### config.mk
export PLATFORM = sky130hd
export DESIGN_NAME = alu_op_sequencer
export DESIGN_NICKNAME = d
export VERILOG_FILES = /design/src/rtl/alu_op_sequencer.sv
export SDC_FILE = /design/constraint.sdc
export NUM_CORES = 1
export LEC_CHECK = 0
export CAP_MARGIN = 20
export CORE_ASPECT_RATIO = 1.75
export CORE_MARGIN = 4
export CORE_UTILIZATION = 45
export DETAILED_ROUTE_END_ITERATION = 8
export PLACE_DENSITY = 0.74
export SKIP_LAST_GASP = 1
export SYNTH_ARGS = -nofsm -noshare
export SYNTH_HDL_FRONTEND = slang
export SYNTH_SLANG_ARGS = --single-unit
### constraint.sdc
create_clock -name clk -period 3 [get_ports clk]
set_clock_uncertainty 0.1 [all_clocks]
set_input_delay 0.6 -clock clk [delete_from_list [all_inputs] [get_ports clk]]
set_output_delay 0.6 -clock clk [all_outputs]
set_load 0.05 [all_outputs]
### src/rtl/alu_op_sequencer.sv
// Multi-cycle command front end for a 16-bit ALU: register file, operand issue,
// result capture with writeback, and a valid/ready result return.
module alu_op_sequencer #(
    parameter int DATA_W = 16,
    parameter int NREG   = 4,
    parameter int AW     = 2
) (
    input  logic              clk,
    input  logic              rst_n,
    input  logic              ld_valid,
    input  logic [AW-1:0]     ld_addr,
    input  logic [DATA_W-1:0] ld_data,
    input  logic [AW-1:0]     rd_addr,
    output logic [DATA_W-1:0] rd_data,
    input  logic              cmd_valid,
    output logic              cmd_ready,
    input  logic              cmd_mode,
    input  logic [3:0]        cmd_select,
    input  logic [AW-1:0]     cmd_src_a,
    input  logic [AW-1:0]     cmd_src_b,
    input  logic [AW-1:0]     cmd_dst,
    input  logic              cmd_use_carry,
    input  logic              cmd_wb,
    output logic [DATA_W-1:0] alu_in_a,
    output logic [DATA_W-1:0] alu_in_b,
    output logic [3:0]        alu_select,
    output logic              alu_mode,
    output logic              alu_carry_in,
    input  logic [DATA_W-1:0] alu_out,
    input  logic              alu_carry_out,
    input  logic              alu_compare,
    output logic              res_valid,
    input  logic              res_ready,
    output logic [DATA_W-1:0] res_data,
    output logic              res_carry,
    output logic              res_compare,
    output logic              carry_flag,
    output logic [15:0]       ops_done
);

    // state   | meaning
    // IDLE    | ready for a command; operands latched on accept
    // ISSUE   | ALU inputs stable, ALU settling
    // CAPTURE | ALU result sampled, flags and writeback updated
    // RESP    | result held until res_ready
    typedef enum logic [1:0] {
        IDLE    = 2'd0,
        ISSUE   = 2'd1,
        CAPTURE = 2'd2,
        RESP    = 2'd3
    } state_t;

    state_t            state;
    logic [DATA_W-1:0] regs [NREG];
    logic [AW-1:0]     dst_q;
    logic              wb_q;

    assign cmd_ready = (state == IDLE);
    assign rd_data   = regs[rd_addr];

    always_ff @(posedge clk) begin
        if (!rst_n) begin
            state        <= IDLE;
            for (int i = 0; i < NREG; i++) regs[i] <= '0;
            dst_q        <= '0;
            wb_q         <= 1'b0;
            alu_in_a     <= '0;
            alu_in_b     <= '0;
            alu_select   <= '0;
            alu_mode     <= 1'b0;
            alu_carry_in <= 1'b0;
            res_valid    <= 1'b0;
            res_data     <= '0;
            res_carry    <= 1'b0;
            res_compare  <= 1'b0;
            carry_flag   <= 1'b0;
            ops_done     <= '0;
        end else begin
            // Load first so a same-address writeback later in this block overrides it.
            if (ld_valid) regs[ld_addr] <= ld_data;

            case (state)
                IDLE: begin
                    if (cmd_valid) begin
                        alu_in_a     <= regs[cmd_src_a];
                        alu_in_b     <= regs[cmd_src_b];
                        alu_select   <= cmd_select;
                        alu_mode     <= cmd_mode;
                        alu_carry_in <= cmd_use_carry ? carry_flag : 1'b0;
                        dst_q        <= cmd_dst;
                        wb_q         <= cmd_wb;
                        state        <= ISSUE;
                    end
                end
                ISSUE: state <= CAPTURE;
                CAPTURE: begin
                    res_data    <= alu_out;
                    res_carry   <= alu_carry_out;
                    res_compare <= alu_compare;
                    carry_flag  <= alu_carry_out;
                    if (wb_q) regs[dst_q] <= alu_out;
                    res_valid   <= 1'b1;
                    state       <= RESP;
                end
                RESP: begin
                    if (res_ready) begin
                        res_valid <= 1'b0;
                        ops_done  <= ops_done + 16'd1;
                        state     <= IDLE;
                    end
                end
                default: state <= IDLE;
            endcase
        end
    end

endmodule

==> flow_metrics.tcl <==
set metrics [dict create \
    status "finished, final reports clean" \
    nFillCells 1261 \
    cts_made_buffers 17 \
    wl_um 19100 \
    max_stage_delay_ns 0.53 \
    endpoint "rd_data[14]" \
    cp_top_family "buffers and inverters" \
    fin_nets 893 \
    layout-drive-gt1-share_pct 15.1 \
    hold_class "reg -> reg" \
    syn_area_um2 7020 \
    antenna_cells 0 \
    gr-usage-all-layers_pct 22.4 \
    clk_path_buf_depth 2 \
    dp_hpwl_um 14100 \
    utilization_pct 60.5 \
    syn_inst 694 \
    synth_top_area_share_pct 27.4 \
    setup_viol 0 \
    post_drt_via_cell_ratio 5.59 \
    max_freq_mhz 364 \
    leakage_uw 0.00326 \
    syn_nets 755 \
    die_w_um 102 \
    ys_ff_latch 142 \
    worstPathMaxFanout 16 \
    die_h_um 173 \
    cts.clk_slew.worst_paths_ns 0.06 \
    wl_per_cell_um 18.6 \
    io_pins 147 \
    critPathBufInv 3 \
    ys_warn_count 0 \
    postCtsHoldBufs 0 \
    cts_sinks 142 \
    synth_common_cells "nand2_1 (218), dfxtp_1 (78), edfxtp_1 (64), mux4_2 (48), a21oi_1 (45)" \
    startpoint "rd_addr[0]" \
    cp_num_cells 4 \
    critPathSlowestCell "mux4_2" \
    route.detailed.drc 0 \
    cts_tree "done" \
    htree_levels 4 \
    drt-initial-drc-count 338 \
    total_power_uw 6180 \
    synth_edf_count 64 \
    fin_crit_ns 2.75 \
    portBuffers 146 \
    finalSetupTns_ns 0 \
    p_per_area_nw_per_um2 667 \
    worstPathArrival_ns 2.05 \
    dr.pass1.iters 5 \
    die-area_um2 17700 \
    grt_first_pass_wirelength_um 30900 \
    final_cell_area_um2 9260 \
    relSlewSlack_pct 48.8 \
    ctsResizeCount 0 \
    route.vias.total 5759 \
    worst_setup_path_start_kind "input port" \
    ir_drop_v 0.000506 \
    grt_max_degree 67 \
    post-route-period-util_pct 91.6 \
    rr_endpoint "regs[3][13]" \
    grt_pass1_vias 5880 \
    maxSlewViolCount 0 \
    synth_cell_type_count 37 \
    placed_area_um2 8690 \
    post-place-ws_ns 0.242 \
    gp_congestion 0.857 \
    final.setup.worst_slack_ns 0.251 \
    yosysSeqAreaShare_pct 49.6 \
    tightestPinTransition_ns 0.768 \
    rr_worst_depth 7 \
    ys_async_sr_fraction_pct 0 \
    clock_latency_ns 0.41 \
    synthTopCellsByArea "edfxtp_1 (27%), dfxtp_1 (22%), mux4_2 (15%), nand2_1 (12%), a21oi_1 (3.2%)" \
    rows 60 \
    cp_cell_sequence "clkdlybuf4s50_1 > buf_12 > mux4_2 > buf_4" \
    critPathCaptureType "primary output" \
    worstSetupPathType "in -> out" \
    antenna_found_initial 0 \
    postCtsSetupBuffers 0 \
    reg2reg_slack_ns 0.72 \
    syn_to_final_growth_pct 31.9 \
    crit_required_ns 2.30 \
    synth_ff_type "dfxtp_1" \
    coreArea_um2 15300 \
    hold_violations 0 \
    ant_nets 0 \
    rsz0062_at_grt "false" \
    cap_violations 0 \
    gr-total-overflow 0 \
    synth_most_common_cell "nand2_1" \
    yosys.area.top_type "edfxtp_1" \
    reg2reg_from "state[0]" \
    initial_core_util_pct 45.9 \
    syn_area_per_cell_um2 10.1 \
    cts_root_buf "clkbuf_16" \
]
==> final cells by class <==
class | instances | area (um2) | share of cell area [%]
Tap cell | 186 | 233 | 2.51
Multi-Input combinational cell | 494 | 3310 | 35.7
Timing Repair Buffer | 170 | 1640 | 17.7
Sequential cell | 142 | 3480 | 37.6
Clock inverter | 13 | 131 | 1.42
Clock buffer | 19 | 443 | 4.78
Inverter | 7 | 26.3 | 0.284
==> metal layers <==
layer	vias to the layer above	global-route usage, %	wire, um
met4	0	10.2	767
met1	2729	25.1	6950
met5	-	0	0
met2	239	39.6	10300
met3	60	4.63	1110
li1	2731	-	-
==> worst min path at each step <==
stage / start / to / slack (ns) / cells after the start
floorplan: wb_q / wb_q / 0.36 / 2
global route: alu_select[0] / alu_select[0] / 0.37 / 2
global placement: alu_in_a[4] / alu_in_a[4] / 0.34 / 2
detailed placement: alu_in_b[4] / alu_in_b[4] / 0.35 / 2
CTS: alu_in_b[4] / alu_in_b[4] / 0.35 / 2
finish: alu_in_b[4] / alu_in_b[4] / 0.35 / 2
==> per-stage QoR <==
step | instances | hold WS, ns
CTS | 1031 | 0.354
detailed placement | 999 | 0.345
floorplan | 694 | 0.358
global route | 1031 | 0.366
global placement | 999 | 0.342
finish | 1031 | 0.353
==> layout by cell type (no fill, tap or decap), types with 3 or more instances in the layout <==
| master | instances |
|---|---|
| a21oi_1 | 45 |
| and2_1 | 3 |
| buf_12 | 3 |
| buf_4 | 37 |
| clkbuf_16 | 17 |
| clkdlybuf4s50_1 | 130 |
| clkinv_4 | 5 |
| clkinvlp_4 | 3 |
| dfxtp_1 | 78 |
| edfxtp_1 | 64 |
| ha_1 | 5 |
| inv_1 | 6 |
| inv_6 | 4 |
| mux2i_1 | 20 |
| mux4_2 | 48 |
| nand2_1 | 218 |
| nand3_1 | 26 |
| nand4_1 | 6 |
| nor2_1 | 32 |
| nor3_1 | 5 |
| nor3b_4 | 4 |
| o21ai_0 | 13 |
| o21ai_1 | 37 |
| or3_1 | 5 |
| xnor2_1 | 6 |
| xor2_1 | 5 |
==> cell families after synthesis <==
| logic type | count (synthesis) | share of synthesized area [%] |
|---|---|---|
| AO/OA/AOI/OAI | 99 | 7.20 |
| XOR/XNOR | 11 | 1.37 |
| buffers and inverters | 58 | 3.60 |
| AND/OR/NAND/NOR | 311 | 19.1 |
| adder cells (fa/ha/maj) | 5 | 0.891 |
| flip-flops | 142 | 49.6 |
| multiplexers | 68 | 18.2 |
==> power by group <==
part           leakage [uW]  switching (uW)  internal, uW
sequential          0.00129             143          2230
clock              0.000271             867          1180
combinational       0.00170            1110           656
==> flip-flops by register name, summed over array words and instances, names as in the netlist, 2 cells and up <==
signal / count
alu_in_a: 16
alu_in_b: 16
alu_select: 4
dst_q: 2
ops_done: 16
regs: 64
res_data: 16
state: 2
==> worst reg2reg max path, cell delays in order (launching register included) <==
cell,delay [ns]
dfxtp_1,0.32
inv_1,0.12
ha_1,0.26
buf_4,0.28
and3_1,0.21
and3_1,0.60
nand2_1,0.12
nand2_1,0.12
No activity file was read; power rests on OpenSTA's default activity.
